[config.mk]
export PLATFORM = sky130hd
export DESIGN_NAME = audio_i2s_rx
export DESIGN_NICKNAME = d
export VERILOG_FILES = /design/src/rtl/audio_i2s_rx.sv
export SDC_FILE = /design/constraint.sdc
export NUM_CORES = 1
export LEC_CHECK = 0
export BUFFER_PORTS_ARGS = -buffer_cell sky130_fd_sc_hd__buf_2
export CORE_MARGIN = 2
export CORE_UTILIZATION = 59
export DETAILED_ROUTE_END_ITERATION = 12
export PLACE_DENSITY = 0.77
export SYNTH_ARGS = -nofsm -noshare
export SYNTH_HDL_FRONTEND = slang
export SYNTH_SLANG_ARGS = --single-unit
[constraint.sdc]
create_clock -name clk -period 3.55 [get_ports clk]
set_clock_uncertainty 0.05 [all_clocks]
set_input_delay 0.355 -clock clk [delete_from_list [all_inputs] [get_ports clk]]
set_output_delay 0.355 -clock clk [all_outputs]
set_load 0.01 [all_outputs]
[src/rtl/audio_i2s_rx.sv]
// I2S receiver for a codec-mastered ADC stream: one left+right frame per valid/ready transfer.
// Define AUDIO_RX_OVERFLOW_EN to build the sticky dropped-frame flag; otherwise overflow is tied 0.
`timescale 1ns/1ps
module audio_i2s_rx #(
    parameter int DATA_W      = 16,
    parameter int SYNC_STAGES = 2
) (
    input  logic              clk,
    input  logic              reset_n,
    input  logic              init_done,
    input  logic              AUD_BCLK,
    input  logic              AUD_ADCLRCK,
    input  logic              AUD_ADCDAT,
    output logic [DATA_W-1:0] out_left,
    output logic [DATA_W-1:0] out_right,
    output logic              out_valid,
    input  logic              out_ready,
    output logic              overflow,
    output logic [2:0]        state_dbg
);
    localparam int CNT_W = $clog2(DATA_W + 1);
    localparam logic CH_L = 1'b0;
    localparam logic CH_R = 1'b1;

    typedef enum logic [2:0] {IDLE, ALIGN, SKIP, SHIFT, WAIT_LR} state_t;

    state_t                 state;
    logic                   chan;
    logic [CNT_W-1:0]       bitcnt;
    logic [DATA_W-1:0]      shreg;
    logic [DATA_W-1:0]      left_w;
    logic [DATA_W-1:0]      right_w;
    logic                   frame_done;
    logic [SYNC_STAGES-1:0] bclk_sync;
    logic [SYNC_STAGES-1:0] lrck_sync;
    logic [SYNC_STAGES-1:0] dat_sync;
    logic                   bclk_hist;
    logic                   lrck_hist;

    always_ff @(posedge clk or negedge reset_n) begin
        if (!reset_n) begin
            bclk_sync <= '0;
            lrck_sync <= '0;
            dat_sync  <= '0;
            bclk_hist <= 1'b0;
            lrck_hist <= 1'b0;
        end else begin
            bclk_sync <= {bclk_sync[SYNC_STAGES-2:0], AUD_BCLK};
            lrck_sync <= {lrck_sync[SYNC_STAGES-2:0], AUD_ADCLRCK};
            dat_sync  <= {dat_sync[SYNC_STAGES-2:0], AUD_ADCDAT};
            bclk_hist <= bclk_sync[SYNC_STAGES-1];
            lrck_hist <= lrck_sync[SYNC_STAGES-1];
        end
    end

    logic              bclk_rise;
    logic              lrck_rise;
    logic              lrck_fall;
    logic              lrck_edge;
    logic              edge_ok;
    logic [DATA_W-1:0] shifted;
    logic [DATA_W-1:0] short_word;

    assign bclk_rise  = bclk_sync[SYNC_STAGES-1] & ~bclk_hist;
    assign lrck_rise  = lrck_sync[SYNC_STAGES-1] & ~lrck_hist;
    assign lrck_fall  = ~lrck_sync[SYNC_STAGES-1] & lrck_hist;
    assign lrck_edge  = lrck_sync[SYNC_STAGES-1] ^ lrck_hist;
    // Rising LRCK closes a left word, falling closes a right word; anything else is out of order.
    assign edge_ok    = lrck_rise ? (chan == CH_L) : (chan == CH_R);
    assign shifted    = {shreg[DATA_W-2:0], dat_sync[SYNC_STAGES-1]};
    assign short_word = shreg << (CNT_W'(DATA_W) - bitcnt);
    assign state_dbg  = state;

    always_ff @(posedge clk or negedge reset_n) begin
        if (!reset_n) begin
            state      <= IDLE;
            chan       <= CH_L;
            bitcnt     <= '0;
            shreg      <= '0;
            left_w     <= '0;
            right_w    <= '0;
            frame_done <= 1'b0;
        end else begin
            frame_done <= 1'b0;
            if (!init_done) begin
                state  <= IDLE;
                bitcnt <= '0;
                shreg  <= '0;
            end else begin
                case (state)
                    IDLE: state <= ALIGN;
                    ALIGN: begin
                        if (lrck_fall) begin
                            state  <= SKIP;
                            chan   <= CH_L;
                            bitcnt <= '0;
                            shreg  <= '0;
                        end
                    end
                    SKIP, SHIFT, WAIT_LR: begin
                        if (lrck_edge) begin
                            bitcnt <= '0;
                            shreg  <= '0;
                            if (edge_ok) begin
                                // A word cut short keeps its received bits MSB-aligned.
                                if (state != WAIT_LR) begin
                                    if (chan == CH_L) left_w <= short_word;
                                    else              right_w <= short_word;
                                    frame_done <= (chan == CH_R);
                                end
                                chan  <= ~chan;
                                state <= SKIP;
                            end else begin
                                state <= ALIGN;
                            end
                        end else if (bclk_rise) begin
                            if (state == SKIP) begin
                                state  <= SHIFT;
                                bitcnt <= '0;
                            end else if (state == SHIFT) begin
                                shreg <= shifted;
                                if (bitcnt != CNT_W'(DATA_W)) bitcnt <= bitcnt + 1'b1;
                                if (bitcnt == CNT_W'(DATA_W - 1)) begin
                                    if (chan == CH_L) left_w <= shifted;
                                    else              right_w <= shifted;
                                    frame_done <= (chan == CH_R);
                                    state      <= WAIT_LR;
                                end
                            end
                        end
                    end
                    default: state <= IDLE;
                endcase
            end
        end
    end

    // valid/ready: a sample transfers on any clk where out_valid && out_ready; while out_valid
    // is high and not accepted, the outputs hold and a newly completed frame is dropped.
    always_ff @(posedge clk or negedge reset_n) begin
        if (!reset_n) begin
            out_left  <= '0;
            out_right <= '0;
            out_valid <= 1'b0;
        end else if (frame_done) begin
            if (!out_valid || out_ready) begin
                out_left  <= left_w;
                out_right <= right_w;
                out_valid <= 1'b1;
            end
        end else if (out_valid && out_ready) begin
            out_valid <= 1'b0;
        end
    end

`ifdef AUDIO_RX_OVERFLOW_EN
    always_ff @(posedge clk or negedge reset_n) begin
        if (!reset_n)                                  overflow <= 1'b0;
        else if (frame_done && out_valid && !out_ready) overflow <= 1'b1;
    end
`else
    assign overflow = 1'b0;
`endif
endmodule

==> impl_results.md <==
* Cell Rows at 33
* Synth Area in Compound Gates at around 11%
* Fmax at around 0.33 GHz
* Hold_buf cts at 1
* Ys async rst share at between 90% and 100%
* Worst-path cell chain: clkinv_1 > ha_1 > mux2_2 > mux4_2 > nand2_1 > o311ai_0 > mux2_2
* Post-DP HPWL at about 7.4 mm
* Wire per inst at roughly 18 um
* EDFF count, synth at 0
* Seq cells post-synth at 99
* DRC at 0
* Vias at ~3,400
* Number of H-tree levels at 3
* Synth Area in XOR/XNOR at less than 1%
* Tcrit/Tclk final at a little over four fifths
* Max Slew Vio Count at 0
* Share of layout cells above drive strength 1 at 31.4%
* Num ports at between 40 and 50
* Register share of total power at around 56%
* HP Class: in -> reg
* Worst slew pin tran at 0.818 ns
* CP max-delay cell: ha_1
* CTS tree: yes
* Critical path capture point type: flop
* Slew Limit Headroom at 45.5%
* Port Buffers at 42
* CTS root buffer: clkbuf_8
* # setup viols final at 0
* Antenna cell count at 0
* DIE HEIGHT at 95.1 um
* First-pass GRT wire length at ~17 mm
* Met1 usage at between 30 and 40%
* GR Util All Layers at 24.5%
* Clk Latency, worst-skew pair at ~0.36 ns
* CP required at ~3.8 ns
* Die width at approximately 95 um
* CP Launch Type: flop
* Largest family of logic cells by synthesized area: multiplexers
* Final hold slack at 0.0424 ns
* CP delay by family, top: multiplexers
* Ys flop type: dfrtp_1
* Setup TNS Final at 0 ns
* Die ar. at 9050 um^2
* Sw Share at between 20 and 30%
* Hold Fails Final Rpt at 0
* Post-synthesis adder-cell area fraction at under 10%
* Total core area at just over 8000 um^2
* Worst EP arrival at about 3.2 ns
* CP Class: reg -> reg
* Antenna violations before repair at 0
* Peak supply drop at approximately 0.23 mV
* Initial Util at approximately 60%
* Synthesized area at approximately 5000 um^2
* Final wirelength at ~10 mm
* Synth unique cells at just over 60
* Synthesis-to-layout area growth at 10.0%
* Combinational power share at about a tenth
* Overflow after GRT at 0
* Post-route ant nets at 0
* Critical path's most frequent cell: mux2_2
* Detailed Routing Iterations Pass 1 at 5
* Post-synthesis simple-gate area fraction at 10.6%
* M2 GR Usage at between 30% and 40%
* Static leakage at approximately 2.6 nW
* Pin count of the biggest net entering global routing at 52
* Power Density at 386 nW/um^2
* Iteration-0 DRC Markers at 287
* Worst path max stage delay at 0.71 ns
* Gpl congestion at between 0.9 and 1
* GR peak layer: met2
* Clock share of power at around a third
* Syn avg cell area at 11.3 um^2
* MaxCap Viol Count at 0
* Mapped Cells at 433
* Maximum buffer depth of the clock tree at 2
* Pint at between 1 and 1.5 mW
* Number of global-route vias before repair at about 3,300
* Syn. warnings at 0
* Buf/Inv on CP at 1
* P_sw at around 0.6 mW
* Crit path time final at about 3 ns
* M3 GR Usage at 3.87%
* Clk sinks at 99
* Mux contribution to synthesized area at between 20% and 30%
* TritonCTS Buffers at 9
* DR vias/cell at ~5.8
* Resize count post-CTS at 0
* NumNets Final at slightly below 500
* Sequential fraction of the synthesis area at roughly half
* Outcome: complete, no violations
* CP Max Fanout at 13
* Syn nets at between 400 and 500
* # Post-CTS Setup Buffers at 0
* RSZ-0062 raised after global routing: false
* Worst-path clk slew at approximately 0.1 ns
## cells in the mapped netlist, types with 3 or more instances
cell | instances | area (um^2)
buf_1 | 4 | 15.0
mux4_2 | 5 | 113
dfrtp_1 | 99 | 2480
mux2i_1 | 23 | 230
nand2b_1 | 8 | 50.1
mux2_2 | 64 | 721
nand3_1 | 6 | 30.0
ha_1 | 6 | 75.1
o21ai_1 | 3 | 15.0
o31ai_1 | 5 | 37.5
a32oi_1 | 4 | 35.0
buf_2 | 6 | 30.0
buf_4 | 3 | 22.5
inv_1 | 9 | 33.8
o21ai_0 | 36 | 180
o22ai_1 | 3 | 18.8
o211ai_1 | 3 | 22.5
nor3b_1 | 3 | 22.5
nor2_1 | 9 | 33.8
clkbuf_1 | 13 | 48.8
a21oi_1 | 8 | 40.0
nand2_1 | 64 | 240
## stage by stage
stage | instances | cell area (um^2) | utilization [%] | setup slack [ns] | total power [mW]
2_1_floorplan | 433 | 4900 | - | 0.513 | 1.35
3_3_place_gp | 563 | 5190 | 63.9 | 0.672 | 1.40
3_5_place_dp | 563 | 5190 | 63.9 | 0.603 | 1.41
4_1_cts | 580 | 5390 | 66.3 | 0.588 | 2.09
5_1_grt | 580 | 5390 | 66.3 | 0.380 | 2.17
6_report | 580 | 5390 | 66.3 | 0.555 | 2.08
## power groups by stage
stage / sequential (mW) / combinational (mW) / clock [mW]
after detailed placement: 1.20 / 0.208 / 0
after global placement: 1.20 / 0.203 / 0
after global routing: 1.18 / 0.233 / 0.759
final: 1.18 / 0.209 / 0.697
after floorplan: 1.19 / 0.156 / 0
after CTS: 1.18 / 0.210 / 0.707
## state kept, by name, indices dropped and copies added (netlist names)
register / count
lrck_hist: 1
lrck_sync: 2
chan: 1
state_dbg: 3
bitcnt: 5
out_left: 16
out_valid: 1
dat_sync: 2
out_right: 16
bclk_hist: 1
right_w: 16
left_w: 16
shreg: 16
frame_done: 1
bclk_sync: 2
## layout make-up
cell class / count / area [um^2]
clock inverter: 6 / 57.6
fill: 644 / 2740
sequential: 99 / 2480
timing repair buffer: 54 / 305
tap: 105 / 131
inverter: 11 / 41.3
clock buffer: 10 / 128
multi-input combinational: 295 / 2250
## layer usage
metal | vias to the layer above | wire, um
met4 | 0 | 85
met3 | 6 | 456
met5 | - | 0
met2 | 95 | 4750
li1 | 1616 | -
met1 | 1661 | 4970
## worst register-to-register path, stage by stage (launching register included)
cell      delay [ns]
dfrtp_1         0.36
clkinv_1        0.22
ha_1            0.71
mux2_2          0.42
mux4_2          0.47
nand2_1         0.09
o311ai_0        0.22
mux2_2          0.33
## kinds of logic (layout without fill, tap and decap cells)
logic type / Yosys count / after routing
AO/OA/AOI/OAI: 82 / 82
XOR/XNOR: 3 / 3
adder cells (fa/ha/maj): 6 / 6
buffers and inverters: 39 / 81
flip-flops: 99 / 99
multiplexers: 93 / 93
other: 1 / 1
AND/OR/NAND/NOR: 110 / 110
## cell usage in the layout (no fill, tap or decap), types with 6 or more instances in the layout
cell / netlist / layout
buf_4: 3 / 12
o21ai_0: 36 / 36
clkbuf_8: 0 / 9
mux2i_1: 23 / 23
nand2b_1: 8 / 8
dfrtp_1: 99 / 99
ha_1: 6 / 6
buf_2: 6 / 41
nand2_1: 64 / 64
a21oi_1: 8 / 8
inv_1: 9 / 9
mux2_2: 64 / 64
nor2_1: 9 / 9
nand3_1: 6 / 6
## worst paths after layout
kind                             start      endpoint  slack [ns]  depth (start not counted)
hold reg to reg            dat_sync[0]   dat_sync[1]        0.30                          0
setup / recovery             bitcnt[0]   right_w[14]        0.56                          7
setup reg to reg             bitcnt[0]   right_w[14]        0.56                          7
hold / removal                AUD_BCLK  bclk_sync[0]        0.04                          1
min in group asynchronous      reset_n   out_left[5]        0.49                          2
max in group asynchronous      reset_n     left_w[2]        2.16                          3
No activity file was read; power rests on OpenSTA's default activity.
